$ cat src/rtl/matriz_vga_renderer.sv
// rtl/matriz_vga_renderer.sv - VGA renderer drawing a 10x10 matrix of 4-bit cells as a palette-coloured grid
//
// Purpose: generates VGA timing (640x480@60 with default parameters) and draws
// the matrix as a centred grid of CELL x CELL cells with 1-pixel grid lines.
// The matrix is snapshotted once per frame at (hc=0, vc=V_VIS) so a frame never tears.
//
// Ports:
//   clk          pixel clock
//   rst          asynchronous active-low reset
//   matriz       cell values, matriz[row][col], 4 bits each
//   hsync/vsync  active-low syncs
//   blank_n      high in the visible area
//   r, g, b      8-bit colour channels
//   frame_start  one-cycle pulse aligned with output pixel (0,0)
//
// All outputs for counter position (hc,vc) appear 2 clocks after the counters hold it.

module matriz_vga_renderer #(
    parameter int H_VIS   = 640,
    parameter int H_FP    = 16,
    parameter int H_SYNC  = 96,
    parameter int H_BP    = 48,
    parameter int V_VIS   = 480,
    parameter int V_FP    = 10,
    parameter int V_SYNC  = 2,
    parameter int V_BP    = 33,
    parameter int GRID_X0 = 120,
    parameter int GRID_Y0 = 40,
    parameter int CELL    = 40
) (
    input  logic                  clk,
    input  logic                  rst,
    input  logic [9:0][9:0][3:0]  matriz,
    output logic                  hsync,
    output logic                  vsync,
    output logic                  blank_n,
    output logic [7:0]            r,
    output logic [7:0]            g,
    output logic [7:0]            b,
    output logic                  frame_start
);

    localparam int H_TOT = H_VIS + H_FP + H_SYNC + H_BP;
    localparam int V_TOT = V_VIS + V_FP + V_SYNC + V_BP;

    localparam logic [9:0] HC_LAST  = 10'(H_TOT - 1);
    localparam logic [9:0] VC_LAST  = 10'(V_TOT - 1);
    localparam logic [9:0] HC_VIS   = 10'(H_VIS);
    localparam logic [9:0] VC_VIS   = 10'(V_VIS);
    localparam logic [9:0] HS_FIRST = 10'(H_VIS + H_FP);
    localparam logic [9:0] HS_LAST  = 10'(H_VIS + H_FP + H_SYNC - 1);
    localparam logic [9:0] VS_FIRST = 10'(V_VIS + V_FP);
    localparam logic [9:0] VS_LAST  = 10'(V_VIS + V_FP + V_SYNC - 1);
    localparam logic [9:0] GX_FIRST = 10'(GRID_X0);
    localparam logic [9:0] GX_END   = 10'(GRID_X0 + 10 * CELL);
    localparam logic [9:0] GX_LAST  = 10'(GRID_X0 + 10 * CELL - 1);
    localparam logic [9:0] GY_FIRST = 10'(GRID_Y0);
    localparam logic [9:0] GY_END   = 10'(GRID_Y0 + 10 * CELL);
    localparam logic [9:0] GY_LAST  = 10'(GRID_Y0 + 10 * CELL - 1);
    localparam logic [5:0] OFF_LAST = 6'(CELL - 1);

    typedef enum logic [1:0] {
        PX_BLANK,
        PX_BG,
        PX_LINE,
        PX_CELL
    } px_kind_t;

    // Counters and cell-position tracking
    logic [9:0]   hc, vc, hc_next, vc_next;
    logic [5:0]   xoff, yoff;
    logic [4:0]   col;
    logic [3:0]   row;
    logic [399:0] fb;

    always_comb begin
        hc_next = (hc == HC_LAST) ? 10'd0 : hc + 10'd1;
        vc_next = (vc == VC_LAST) ? 10'd0 : vc + 10'd1;
    end

    always_ff @(posedge clk or negedge rst) begin
        if (!rst) begin
            hc <= 10'd0;
            vc <= 10'd0;
        end else begin
            hc <= hc_next;
            if (hc == HC_LAST) begin
                vc <= vc_next;
            end
        end
    end

    // Column/x-offset restart when hc enters GRID_X0; values outside the grid
    // are never used, so they are allowed to run on freely.
    always_ff @(posedge clk or negedge rst) begin
        if (!rst) begin
            xoff <= 6'd0;
            col  <= 5'd0;
        end else if (hc_next == GX_FIRST) begin
            xoff <= 6'd0;
            col  <= 5'd0;
        end else if (xoff == OFF_LAST) begin
            xoff <= 6'd0;
            col  <= col + 5'd1;
        end else begin
            xoff <= xoff + 6'd1;
        end
    end

    // Row/y-offset advance once per line, restarting when vc enters GRID_Y0.
    always_ff @(posedge clk or negedge rst) begin
        if (!rst) begin
            yoff <= 6'd0;
            row  <= 4'd0;
        end else if (hc == HC_LAST) begin
            if (vc_next == GY_FIRST) begin
                yoff <= 6'd0;
                row  <= 4'd0;
            end else if (yoff == OFF_LAST) begin
                yoff <= 6'd0;
                row  <= row + 4'd1;
            end else begin
                yoff <= yoff + 6'd1;
            end
        end
    end

    // Frame buffer snapshot; vc==V_VIS is never visible so reads cannot collide.
    always_ff @(posedge clk or negedge rst) begin
        if (!rst) begin
            fb <= '0;
        end else if (hc == 10'd0 && vc == VC_VIS) begin
            fb <= matriz;
        end
    end

    // Stage 1: classification and buffer read
    logic       vis, in_grid, on_line;
    logic [6:0] idx;
    logic [3:0] cell_val;
    px_kind_t   kind;

    always_comb begin
        vis      = (hc < HC_VIS) && (vc < VC_VIS);
        in_grid  = (hc >= GX_FIRST) && (hc < GX_END) && (vc >= GY_FIRST) && (vc < GY_END);
        on_line  = (xoff == 6'd0) || (yoff == 6'd0) || (hc == GX_LAST) || (vc == GY_LAST);
        idx      = in_grid ? ({3'b000, row} * 7'd10 + {2'b00, col}) : 7'd0;
        cell_val = fb[{idx, 2'b00} +: 4];
        if (!vis) begin
            kind = PX_BLANK;
        end else if (!in_grid) begin
            kind = PX_BG;
        end else if (on_line) begin
            kind = PX_LINE;
        end else begin
            kind = PX_CELL;
        end
    end

    px_kind_t   s1_kind;
    logic [3:0] s1_val;
    logic       s1_hs, s1_vs, s1_fs;

    always_ff @(posedge clk or negedge rst) begin
        if (!rst) begin
            s1_kind <= PX_BLANK;
            s1_val  <= 4'd0;
            s1_hs   <= 1'b1;
            s1_vs   <= 1'b1;
            s1_fs   <= 1'b0;
        end else begin
            s1_kind <= kind;
            s1_val  <= cell_val;
            s1_hs   <= !((hc >= HS_FIRST) && (hc <= HS_LAST));
            s1_vs   <= !((vc >= VS_FIRST) && (vc <= VS_LAST));
            s1_fs   <= (hc == 10'd0) && (vc == 10'd0);
        end
    end

    // Stage 2: palette lookup and registered outputs
    function automatic logic [23:0] palette(input logic [3:0] v);
        logic [7:0] grey;
        grey = {v[2:0], 5'h1F};
        if (v[3]) begin
            return {grey, grey, grey};
        end
        case (v[2:0])
            3'd0:    return 24'h000000;
            3'd1:    return 24'hFF0000;
            3'd2:    return 24'h00FF00;
            3'd3:    return 24'h0000FF;
            3'd4:    return 24'hFFFF00;
            3'd5:    return 24'h00FFFF;
            3'd6:    return 24'hFF00FF;
            default: return 24'hFFFFFF;
        endcase
    endfunction

    logic [23:0] px_rgb;

    always_comb begin
        px_rgb = 24'h000000;
        case (s1_kind)
            PX_BG:   px_rgb = 24'h101010;
            PX_LINE: px_rgb = 24'h404040;
            PX_CELL: px_rgb = palette(s1_val);
            default: px_rgb = 24'h000000;
        endcase
    end

    always_ff @(posedge clk or negedge rst) begin
        if (!rst) begin
            hsync       <= 1'b1;
            vsync       <= 1'b1;
            blank_n     <= 1'b0;
            r           <= 8'd0;
            g           <= 8'd0;
            b           <= 8'd0;
            frame_start <= 1'b0;
        end else begin
            hsync       <= s1_hs;
            vsync       <= s1_vs;
            blank_n     <= (s1_kind != PX_BLANK);
            r           <= px_rgb[23:16];
            g           <= px_rgb[15:8];
            b           <= px_rgb[7:0];
            frame_start <= s1_fs;
        end
    end

endmodule

$ cat config.mk
export PLATFORM = sky130hd
export DESIGN_NAME = matriz_vga_renderer
export DESIGN_NICKNAME = d
export VERILOG_FILES = /design/src/rtl/matriz_vga_renderer.sv
export SDC_FILE = /design/constraint.sdc
export NUM_CORES = 1
export LEC_CHECK = 0
export BUFFER_PORTS_ARGS = -buffer_cell sky130_fd_sc_hd__buf_2
export CAP_MARGIN = 0
export CORE_MARGIN = 4
export CORE_UTILIZATION = 30
export CTS_CLUSTER_DIAMETER = 150
export DETAILED_ROUTE_END_ITERATION = 16
export SETUP_SLACK_MARGIN = 0.5
export SKIP_LAST_GASP = 1
export SLEW_MARGIN = 5
export SYNTH_ARGS = -nofsm -noshare
export SYNTH_HDL_FRONTEND = slang
export SYNTH_SLANG_ARGS = --single-unit
$ cat constraint.sdc
create_clock -name clk -period 2.87 [get_ports clk]
set_clock_uncertainty 0.1 [all_clocks]
set_input_delay 0 -clock clk [delete_from_list [all_inputs] [get_ports clk]]
set_output_delay 0 -clock clk [all_outputs]
set_load 0.01 [all_outputs]
==> results.cfg <==
[run_status]
status = complete, but fails checks
violations = setup timing

[synthesis]
netlist-cell-type-count = 78
ys_top_cells_by_count = 465 x dfrtp_1, 424 x mux2_2, 100 x nor2_1
post-synth-top-count-cell = dfrtp_1
synth_area_mm2 = 0.0220
synth-edff-count = 0
async_flop_share_pct = 100
syn_inst = 1746
seq_area_frac_synth_pct = 53.4
syn_area_per_cell_um2 = 12.6
yosys_warnings = 0
synth_fp_nets = 2168
synth_seq_cells = 469
synth_area_leader_cell = dfrtp_1
ys.flop_type = dfrtp_1
yosysTopAreaCellShare_pct = 52.9
yosys-top-cells-area = dfrtp_1 53%, mux2_2 22%, mux2i_1 2.8%

[critical_path]
critPathLaunchType = register
end_kind = register
required_ns = 3.26
worst-path-max-fanout = 7
setup.worst_path.class = register to register
arrival_ns = 3.47

[route]
drt_wl_total_um = 102000
drtPass1Iterations = 5
postRouteAntennaNets = 0
drc = 0
via_per_inst = 5.19
drt-wirelength-per-cell_um = 26.0
vias = 20400
initialDrtViolationCount = 1651

[floorplan]
rows = 99
dieHeight_um = 279
fp.dieW_um = 279
start_util_pct = 30.2
die_area_mm2 = 0.0777
pin_count = 430
core_area_mm2 = 0.0728

[power_and_ir_drop]
cellLeakagePower_nw = 18.2
p_total_mw = 15.5
powerDensity_mw_per_mm2 = 403
ir_drop_v = 0.000441

[sta]
fin_crit_ns = 3.08
slew-limit-headroom_pct = 42.5
drv_slew = 0
fmax_mhz = 325
setup_viol = 372
fin_ws_ns = -0.210
final-hold-violation-count = 0
worst_pin_slew_ns = 0.863
finalSetupTns_ns = -40.87
rsz0062_at_grt = true
post-route-period-util_pct = 107

[global_route]
grt_overflow_total = 0
first_global_vias = 21900
grt_max_degree = 79
grt_usage_pct = 24.6
grt_antenna_before_repair = 15
grt_pass1_wl_um = 145000

[hold_path]
hold_class = input port to register

[cells_and_area]
fin_cells = 3925
drive_gt1_share_pct = 50.0
fin_nets = 3332
synthToLayoutAreaGrowth_pct = 74.6

[clock_tree]
cts_inserted_buffers = 55
clk_pin_slew_ns = 0.06
cts_tree = done
cts.sinks = 469
htreeDepth = 2
cts_buffer_depth = 3
root_buffer = clkbuf_16
clk_latency_ns = 0.62

[placement]
gp_congestion = 0.953
post-place-ws_ns = -0.508
placed_cells = 3234
io_buffers = 429
dp_hpwl_um = 63200

[flow_run]
drv_cap = 0
[per-layer routing]
| metal | wire [um] | track usage [%] | vias to the layer above | share of wire [%] |
|---|---|---|---|---|
| li1 | - | - | 8766 | - |
| met1 | 40900 | 31.2 | 10400 | 40 |
| met3 | 6460 | 4.12 | 242 | 6.3 |
| met4 | 4490 | 8.66 | 6 | 4.4 |
| met2 | 50100 | 42.7 | 974 | 49 |
| met5 | 34 | 0 | - | 0.033 |
[registers in the layout, summed over array words and instances (netlist names)]
signal / cells
hsync: 1
yoff: 6
s1_val: 4
col: 5
s1_kind: 2
row: 4
blank_n: 1
hc: 10
xoff: 6
s1_fs: 1
frame_start: 1
s1_vs: 1
vsync: 1
b: 5
g: 5
vc: 10
r: 5
fb: 400
s1_hs: 1
[layout by cell type (no fill, tap or decap), types with 23 or more instances in the layout]
master,count
nand2_1,76
dfrtp_1,462
buf_4,211
buf_6,41
mux2_2,27
buf_2,429
o22ai_1,23
nand3_1,28
mux2i_1,62
mux2_4,397
nor2_1,90
a21oi_1,57
o21ai_0,40
dlygate4sd3_1,402
buf_16,66
buf_12,57
clkbuf_16,62
[critical path: stages, from the launching register on]
cell and delay (ns):
dfrtp_1 0.38, or2_4 0.28, buf_6 0.12, buf_6 0.11
nor4_4 0.16, nand4_1 0.28, nor4_4 0.33, buf_6 0.16
buf_6 0.10, buf_12 0.13, buf_12 0.13, buf_8 0.13
buf_12 0.11, buf_16 0.12, mux2_4 0.30
[path summary, 6_finish.rpt]
path | startpoint | to | slack [ns] | depth (start not counted)
setup / recovery | hc[5] | fb[324] | -0.21 | 14
hold / removal | matriz[81] | fb[81] | 0.04 | 3
setup reg to reg | hc[5] | fb[324] | -0.21 | 14
hold reg to reg | s1_fs | frame_start | 0.25 | 0
max in group asynchronous | rst | fb[55] | 1.25 | 4
min in group asynchronous | rst | fb[252] | 0.43 | 3
[through the flow]
stage / utilization, % / cell area [um2] / hold slack (ns)
2_1_floorplan: - / 22600 / -0.396
3_3_place_gp: 37.3 / 27200 / -0.0256
3_5_place_dp: 37.3 / 27200 / -0.0155
4_1_cts: 50.6 / 36900 / 0.00496
5_1_grt: 52.7 / 38400 / 0.0349
6_report: 52.7 / 38400 / 0.0409
[power breakdown]
| group | switching [mW] | total [mW] | internal, mW |
|---|---|---|---|
| clock network | 3.03 | 7.90 | 4.87 |
| registers | 0 | 6.61 | 6.61 |
| logic | 0.392 | 0.981 | 0.589 |
[final cells by class]
| type | instances | area [um2] |
|---|---|---|
| fill | 5947 | 34400 |
| clock buffer | 78 | 1630 |
| timing repair buffer | 1231 | 11600 |
| multi-input combinational | 1132 | 11700 |
| antenna | 12 | 30.0 |
| sequential | 469 | 11700 |
| inverter | 21 | 80.1 |
| clock inverter | 23 | 422 |
| tap | 959 | 1200 |
[timing repair]
action,in CTS,in global routing
gates resized for setup,314,286
setup endpoints to repair,422,429
hold endpoints to repair,868,0
cloned,59,6
setup buffers,83,28
pin swaps,37,23
hold buffers,402,0
[cells by family (layout without fill, tap and decap cells)]
kind of cell / after synthesis / in the layout / synth area share, %
and+or+nand+nor: 305 / 305 / 6.59
adders and majority gates: 21 / 21 / 1.25
buffers and inverters: 145 / 1353 / 3.01
xor gates and xnor gates: 35 / 35 / 1.39
AOI/OAI and AO/OA: 269 / 269 / 8.20
muxes: 502 / 502 / 26.2
DFF: 469 / 469 / 53.4
other: 0 / 12 / 0
No activity file was read; power rests on OpenSTA's default activity.
